`config.mk`:
```
export PLATFORM = sky130hd
export DESIGN_NAME = lamp_sequencer
export DESIGN_NICKNAME = d
export VERILOG_FILES = /design/src/rtl/lamp_sequencer.sv
export SDC_FILE = /design/constraint.sdc
export NUM_CORES = 1
export LEC_CHECK = 0
export ABC_AREA = 0
export CAP_MARGIN = 20
export CORE_MARGIN = 3
export CORE_UTILIZATION = 52
export CTS_CLUSTER_SIZE = 25
export DETAILED_ROUTE_END_ITERATION = 6
export PLACE_DENSITY = 0.87
export SETUP_SLACK_MARGIN = 0.02
export SLEW_MARGIN = 15
export SYNTH_ARGS = -nofsm -noshare
export SYNTH_HDL_FRONTEND = slang
export SYNTH_SLANG_ARGS = --single-unit
export TNS_END_PERCENT = 20
```
`constraint.sdc`:
```
create_clock -name clk -period 2.9 [get_ports clk]
set_input_delay 0.58 -clock clk [delete_from_list [all_inputs] [get_ports clk]]
set_output_delay 0.58 -clock clk [all_outputs]
set_load 0.005 [all_outputs]
```
`src/rtl/lamp_sequencer.sv`:
```
// lamp_sequencer: N-lamp thermometer bar walking a three-phase fill/drain pattern, stepped by a prescaler.
// Define LAMP_FLICK_LATCH_EN to turn the synchronised flick levels into sticky rising-edge flags.
module lamp_sequencer #(
   parameter int N       = 16,
   parameter int MID     = 5,
   parameter int PEAK2   = 11,
   parameter int PEAK3   = 6,
   parameter int PRESC_W = 8
) (
   input  logic               clk,
   input  logic               rst_n,
   input  logic               enable,
   input  logic [PRESC_W-1:0] step_div,
   input  logic [1:0]         flick,
   output logic [N-1:0]       lamps,
   output logic [2:0]         state_o,
   output logic               busy,
   output logic               done
);
   localparam int CW = $clog2(N + 1);
   localparam logic [CW-1:0] N_C     = CW'(N);
   localparam logic [CW-1:0] MID_C   = CW'(MID);
   localparam logic [CW-1:0] PEAK2_C = CW'(PEAK2);
   localparam logic [CW-1:0] PEAK3_C = CW'(PEAK3);

   typedef enum logic [2:0] {
      IDLE = 3'd0, UP1 = 3'd1, DN1 = 3'd2, UP2 = 3'd3, DN2 = 3'd4, UP3 = 3'd5, DN3 = 3'd6
   } state_t;

   if (N < 2 || N > 64 || MID < 1 || MID >= PEAK3 || PEAK2 <= MID || PEAK2 > N ||
       PEAK3 > N || PRESC_W < 1) begin : g_bad_params
      $error("lamp_sequencer: illegal parameter combination");
   end

   state_t             state_q, state_d;
   logic [CW-1:0]      cnt_q, cnt_d;
   logic               done_q, done_d;
   logic [PRESC_W-1:0] presc_q, presc_d;
   logic [PRESC_W-1:0] div_q, div_d;
   logic [1:0]         sync1_q, sync1_d;
   logic [1:0]         fs_q, fs_d;
   logic [1:0]         f;
   logic               tick;
   logic [CW-1:0]      cnt_inc, cnt_dec;

   assign cnt_inc = cnt_q + CW'(1);
   assign cnt_dec = cnt_q - CW'(1);
   // The divisor is captured at reload so a mid-period step_div change cannot skip or stretch a step.
   assign tick    = enable && (presc_q == div_q);

   always_comb begin
      sync1_d = flick;
      fs_d    = sync1_q;
      presc_d = presc_q;
      div_d   = div_q;
      if (tick) begin
         presc_d = '0;
         div_d   = step_div;
      end else if (enable) begin
         presc_d = presc_q + PRESC_W'(1);
      end
   end

   always_comb begin
      state_d = state_q;
      cnt_d   = cnt_q;
      done_d  = 1'b0;
      if (tick) begin
         case (state_q)
            IDLE: begin
               cnt_d = '0;
               if (f[0]) state_d = UP1;
            end
            UP1: begin
               cnt_d = cnt_inc;
               if (cnt_inc == N_C) state_d = DN1;
            end
            DN1: begin
               cnt_d = cnt_dec;
               if (cnt_dec == MID_C) state_d = f[1] ? UP1 : UP2;
            end
            UP2: begin
               cnt_d = cnt_inc;
               if (cnt_inc == PEAK2_C) state_d = DN2;
            end
            DN2: begin
               cnt_d = cnt_dec;
               if (cnt_dec == MID_C && f[1]) state_d = UP2;
               else if (cnt_dec == '0) state_d = f[0] ? UP2 : UP3;
            end
            UP3: begin
               cnt_d = cnt_inc;
               if (cnt_inc == PEAK3_C) state_d = DN3;
            end
            DN3: begin
               cnt_d = cnt_dec;
               if (cnt_dec == '0) begin
                  state_d = IDLE;
                  done_d  = 1'b1;
               end
            end
            default: begin
               state_d = IDLE;
               cnt_d   = '0;
            end
         endcase
      end
   end

   always_ff @(posedge clk or negedge rst_n) begin
      if (!rst_n) begin
         state_q <= IDLE;
         cnt_q   <= '0;
         done_q  <= 1'b0;
         presc_q <= '0;
         div_q   <= '0;
         sync1_q <= '0;
         fs_q    <= '0;
      end else begin
         state_q <= state_d;
         cnt_q   <= cnt_d;
         done_q  <= done_d;
         presc_q <= presc_d;
         div_q   <= div_d;
         sync1_q <= sync1_d;
         fs_q    <= fs_d;
      end
   end

`ifdef LAMP_FLICK_LATCH_EN
   logic [1:0] fs_prev_q, fs_prev_d;
   logic [1:0] lat_q, lat_d;
   logic [1:0] lat_clr;

   assign f = lat_q;

   // A flag is cleared at every decision point that looks at it; a coincident new edge still sets it.
   always_comb begin
      fs_prev_d = fs_q;
      lat_clr   = '0;
      if (tick) begin
         if (state_q == IDLE || (state_q == DN2 && cnt_dec == '0)) lat_clr[0] = 1'b1;
         if ((state_q == DN1 || state_q == DN2) && cnt_dec == MID_C) lat_clr[1] = 1'b1;
      end
      if (done_d) lat_clr = 2'b11;
      lat_d = (lat_q & ~lat_clr) | (fs_q & ~fs_prev_q);
   end

   always_ff @(posedge clk or negedge rst_n) begin
      if (!rst_n) begin
         fs_prev_q <= '0;
         lat_q     <= '0;
      end else begin
         fs_prev_q <= fs_prev_d;
         lat_q     <= lat_d;
      end
   end
`else
   assign f = fs_q;
`endif

   for (genvar gi = 0; gi < N; gi++) begin : g_lamp
      assign lamps[gi] = (cnt_q > CW'(gi));
   end

   assign state_o = state_q;
   assign busy    = (state_q != IDLE);
   assign done    = done_q;
endmodule

```
==> results of run 1 <==
==> cell usage in the layout, fill, tap and decap left out, drive strengths merged, types with 2 or more instances in the layout <==
cell type / instances
and3: 6
o31ai: 3
ha: 8
nand2b: 2
mux2: 10
nand3: 8
clkdlybuf4s50: 33
mux2i: 2
nand4: 5
o22ai: 2
nand2: 19
nor4: 2
clkbuf: 7
xor2: 8
nor3: 3
a22oi: 3
nor2: 18
or3: 4
dfrtp: 29
xnor2: 9
buf: 4
o21ai: 23
inv: 7
a31oi: 4
a21oi: 5
==> area by class of cell <==
cell class              instances  area (um^2)
clock buffers                   7         65.1
flip-flops and latches         29          726
clock inverters                 1         5.00
inverters                       7         26.3
well taps                      44         55.1
repair buffers                 37          360
fillers                       270          941
multi-input cells             154         1020
==> how the worst max path moves through the flow <==
stage,endpoint,slack (ps),cells past startpoint
floorplan,state_o[1]$_DFFE_PN0P_,730,9
global placement,lamps[15],570,5
detailed placement,state_o[1]$_DFFE_PN0P_,490,9
CTS,lamps[15],150,5
global route,lamps[13],30,4
finish,lamps[15],150,5
==> per-layer routing <==
layer,GRT usage,vias to the layer above
met5,0,-
met1,0.246,747
met3,0.0564,10
li1,-,782
met2,0.344,61
met4,0.0829,0
==> cell families (layout without fill, tap and decap cells) <==
family                   count (synthesis)  count (layout)
AO/OA/AOI/OAI                           46              46
XOR/XNOR                                17              17
adder cells (fa/ha/maj)                  8               8
buffers and inverters                   15              52
flip-flops                              29              29
multiplexers                            12              12
AND/OR/NAND/NOR                         71              71
==> cells in the mapped netlist, drive strengths merged, types with 4 or more instances <==
cell,n,area share
nand4,5,0.017
a31oi,4,0.014
nand2,19,0.039
xnor2,9,0.043
o21ai,23,0.063
ha,8,0.055
dfrtp,29,0.40
mux2,10,0.062
xor2,8,0.038
inv,7,0.014
and3,6,0.023
buf,6,0.022
nand3,8,0.022
a21oi,5,0.014
nor2,18,0.037
or3,4,0.014
==> worst reg2reg max path: stages (launching register included) <==
cell	delay [ps]
dfrtp_1	500
ha_1	350
and3_1	220
ha_1	340
nor2_1	110
nand2_1	60
mux2_2	280
o21bai_2	160
and3_1	240
a31oi_1	100
==> registers in the layout, summed over array words and instances (netlist names) <==
register  flops
cnt_q         5
div_q         8
fs_d          2
done          1
presc_q       8
f             2
state_o       3
==> where the power goes <==
| part | internal, mW | switching, mW | total (mW) |
|---|---|---|---|
| Clock | 0.140 | 0.140 | 0.280 |
| Combinational | 0.624 | 0.553 | 1.18 |
| Sequential | 0.536 | 0.212 | 0.747 |
| Total | 1.30 | 0.905 | 2.20 |
==> through the flow <==
step	utilization	total power, mW	std cells	hold slack (ps)
final	0.706	2.20	279	351
after global routing	0.706	2.39	279	367
after CTS	0.706	2.21	279	356
after detailed placement	0.684	1.93	271	335
after global placement	0.684	1.89	271	336
after floorplan	-	1.46	198	284
==> impl_metrics.ini, run 1 <==
[timing]
tightestPinTransition_ps = 517
fmax_mhz = 364
period_minus_slack_ps = 2750
rsz0062_at_grt = no
setup_ws_ps = 152
skew_ps = 6.56
setup_viol = 0
finalSetupTns_ps = 0
finalCritPeriodShare = 0.948
slew_viol_final = 0
hold_viol_final = 0
relSlewSlack = 0.653

[clock_tree]
htree_levels = 2
cts_root_buf = clkbuf_4
numCtsBuffers = 5
clock_sinks = 29
cts_resized = 0
post_cts_buffers = 0
clk_latency_ps = 330
cts_hold_buffers = 0
cts_tree = yes
clk_pin_slew_ps = 90
cts_buffer_depth = 2

[synth]
synth-simple-area-share = 0.195
synth_area_per_cell_um2 = 9.21
ys_ff_latch = 29
synth-compound-area-share = 0.157
synth.distinct_cells = 38
synth_nets = 219
synth_seq_area_share = 0.398
ys_async_sr_fraction = 1.00
netlist_area_mm2 = 0.00182
synthXorXnorAreaFrac = 0.0816
synth_ff_type = dfrtp_1
synth_top_family_by_area = simple AND/OR/NAND/NOR gates
synth_fa_ha_area_frac = 0.0549
muxShareOfSynthArea = 0.0727
netlist_instances = 198
yosys_warnings = 0
synth_edf_count = 0

[placed_design]
port_buffers = 33
place_area_mm2 = 0.00219
finalWeightedCongestion = 0.935
dpl_worst_slack_ps = 485
dp_hpwl_mm = 3.03

[power]
power_density_mw_per_mm2 = 975
max-vdd-ir-drop_v = 0.000494
power.leakage_nw = 0.984

[route]
wl_per_cell_um = 14.1
top_layer = met4
routed_via_density = 5.73
final_antenna_net_count = 0
wl_met1_mm = 1.66
met3WireLength_um = 256
route.met2.wl_mm = 1.94
drtIter0Drc = 138
drc = 0
wirelength_mm = 3.94
vias = 1600
drt_pre_antenna_iters = 4

[final_layout]
fin_nets = 255
final_layout_size_suffix_gt1_frac = 0.128
final_area_mm2 = 0.00226
diodes = 0
syn2layout_area_growth_pct = 24.0

[die]
fp.dieArea_mm2 = 0.00425
placementRows = 20
initial_core_util = 0.570
die_w_um = 65.2
die_h_um = 65.2
core_area_mm2 = 0.00320
ios = 34

[critical_path]
critPathMaxStageDelay_ps = 500
startpoint = cnt_q[0]$_DFFE_PN0P_
timing.rr.end = state_o[1]$_DFFE_PN0P_
cp_top_family = adder cells
critical_path_class = register to primary output
cp.arrival_ps = 2170
end_kind = primary output
r2r_slack_ps = 420
reg2reg_from = cnt_q[0]$_DFFE_PN0P_
ff2ff_path_depth = 9
cp-start-kind = register
critPathBufInv = 1
cp.required_ps = 2320
critPathMaxFanout = 11
cpMaxStageDelayCell = dfrtp_1
path_cells = ha_1 -> and3_1 -> ha_1 -> nor2b_1 -> clkdlybuf4s50_1
worst_path_most_repeated_cell = ha_1

[worst_hold_path]
worstHoldPathCells = 0
min_from = fs_d[1]$_DFF_PN0_
worstHoldPathType = register to register
hold_end = f[1]$_DFF_PN0_

[grt]
grt_max_degree = 30
grt_overflow = 0
gr-usage-all-layers = 0.204
antenna_found_initial = 0
grt_first_pass_wirelength_mm = 6.72
grt_pass1_vias = 1541

[job]
maxCapViolations = 0

[run_status]
status = finished, final reports clean
(Power assumes the default switching activity.)
==> inputs of run 2 (changes only) <==
--- a/config.mk
+++ b/config.mk
@@ -8,10 +8,11 @@
 export ABC_AREA = 0
 export CAP_MARGIN = 20
 export CORE_MARGIN = 3
-export CORE_UTILIZATION = 52
+export CORE_UTILIZATION = 55
 export CTS_CLUSTER_SIZE = 25
 export DETAILED_ROUTE_END_ITERATION = 6
-export PLACE_DENSITY = 0.87
+export DONT_BUFFER_PORTS = 1
+export PLACE_DENSITY = 0.77
 export SETUP_SLACK_MARGIN = 0.02
 export SLEW_MARGIN = 15
 export SYNTH_ARGS = -nofsm -noshare
==> run 2 against run 1 <==
Worst setup slack gained 290 ps. Power shrank 14%. Global-route usage increased by 0.63 points. Hold slack worse by 290 ps. Critical path depth is 4 higher. Register-to-register slack better by 30 ps. Clock-buffer cell count decreased by 1. Final area decreased by 16%. Clock skew is 2.7 ps lower. Critical endpoint is now state_o[2]$_DFFE_PN0P_. Largest cell class unchanged.
==> impl_metrics.ini, run 2 (synthesis gave the netlist of run 1 again) <==
[run_status]
status = finished, final reports clean

[power]
power.leakage_nw = 0.846
p_sw_uw = 874
p_int_mw = 1.02
power_density_mw_per_mm2 = 990
power_frac_clock = 0.120
max-vdd-ir-drop_v = 0.000430
pwr-share-comb = 0.484
total_power_mw = 1.89
pwr-share-seq = 0.397
p_sw_frac = 0.462

[die]
placementRows = 20
initial_core_util = 0.588
die_w_um = 63.6
ios = 34
fp.dieArea_mm2 = 0.00404
die_h_um = 63.6
core_area_mm2 = 0.00310

[timing]
tightestPinTransition_ps = 485
slew_viol_final = 0
setup_viol = 0
rsz0062_at_grt = no
finalCritPeriodShare = 0.846
hold_viol_final = 0
fmax_mhz = 408
period_minus_slack_ps = 2450
finalSetupTns_ps = 0
skew_ps = 3.83
relSlewSlack = 0.677

[critical_path]
end_kind = register
cp.required_ps = 3090
critPathMaxFanout = 11
cp.arrival_ps = 2640
cp-start-kind = register
critical_path_class = register to register

[grt]
grt_pass1_vias = 1435
gr-usage-all-layers = 0.211
grt_first_pass_wirelength_mm = 6.73
antenna_found_initial = 0
grt_max_degree = 30
grt_overflow = 0

[placed_design]
dp_hpwl_mm = 3.01
finalWeightedCongestion = 0.922
port_buffers = 0

[final_layout]
fin_nets = 220
finish.utilization = 0.616
syn2layout_area_growth_pct = 4.73
fill_cells = 311
diodes = 0
reg_top3 = div_q x8, presc_q x8, cnt_q x5
final_layout_size_suffix_gt1_frac = 0.135
final_cell_mix = dfrtp_1 (29), o21ai_0 (23), nand2_1 (19), nor2_1 (18), mux2_2 (10)
final_common_cell = dfrtp_1

[clock_tree]
htree_levels = 2
cts_root_buf = clkbuf_4
numCtsBuffers = 5
clock_sinks = 29
cts_resized = 0
clk_latency_ps = 320
post_cts_buffers = 0
cts_buffer_depth = 2
clk_pin_slew_ps = 90
cts_tree = yes

[route]
final_antenna_net_count = 0
drtIter0Drc = 183
drt_pre_antenna_iters = 4
drc = 0
vias = 1446
wirelength_mm = 3.95
wl_per_cell_um = 16.2
routed_via_density = 5.93

[worst_hold_path]
worstHoldPathType = input port to async pin

[job]
maxCapViolations = 0
## run 2: cell count changes in the layout (fill, tap and decap cells not counted)
| cell | change |
|---|---|
| clkinv_2 | +1 |
| clkbuf_8 | -2 |
| clkdlybuf4s50_1 | -33 |
| buf_4 | -3 |
| clkbuf_1 | +1 |
| buf_12 | +1 |
## run 2: critical path: stages, from the launching register on
cell	delay [ps]
dfrtp_1	500
ha_1	340
and3_1	220
ha_1	330
nor2_1	110
nand2_1	60
mux2_2	280
o21bai_2	160
and3_1	220
o21ai_0	110
## run 2: timing repair
item                                   CTS  global route
endpoints found under the hold margin   29             0
hold buffers                             1             0
setup endpoints to repair                0             0
## run 2: power groups by stage
stage | registers, mW | logic, mW | clock network, mW
6_report | 0.750 | 0.915 | 0.227
5_1_grt | 0.779 | 1.03 | 0.263
4_1_cts | 0.747 | 0.916 | 0.239
3_5_place_dp | 0.756 | 0.901 | 0
3_3_place_gp | 0.746 | 0.877 | 0
2_1_floorplan | 0.662 | 0.803 | 0
## run 2: final cells by class
class | count | area (um^2) | share of cell area
multi-input cells | 154 | 1020 | 0.536
well taps | 44 | 55.1 | 0.0288
clock inverters | 2 | 10.0 | 0.00524
repair buffers | 2 | 27.5 | 0.0144
inverters | 7 | 26.3 | 0.0138
flip-flops and latches | 29 | 726 | 0.380
clock buffers | 6 | 41.3 | 0.0216
## run 2: per-layer routing
layer / global-route usage / wire length, um
met1: 0.245 / 1670
met2: 0.374 / 1990
met3: 0.0588 / 272
met4: 0.0620 / 19
met5: 0 / 0
## run 2: worst paths after layout
path                                      start                      to  slack, ps  cells past startpoint
max reg2reg                cnt_q[0]$_DFFE_PN0P_  state_o[2]$_DFFE_PN0P_        450                      9
min                                       rst_n  state_o[1]$_DFFE_PN0P_         60                      1
min in group clk                       flick[0]       fs_d[0]$_DFF_PN0_        280                      0
max in group asynchronous                 rst_n    cnt_q[3]$_DFFE_PN0P_       2670                      1
min reg2reg                   fs_d[1]$_DFF_PN0_          f[1]$_DFF_PN0_        360                      0
max                        cnt_q[0]$_DFFE_PN0P_  state_o[2]$_DFFE_PN0P_        450                      9
## run 2: metrics by stage
stage | std cells | setup slack (ps) | hold WS, ps | cell area, um^2
4_1_cts | 244 | 471 | 53.4 | 1910
3_3_place_gp | 235 | 598 | 285 | 1840
5_1_grt | 244 | 270 | 38.7 | 1910
2_1_floorplan | 198 | 730 | 284 | 1820
3_5_place_dp | 235 | 481 | 285 | 1840
6_report | 244 | 446 | 62.7 | 1910
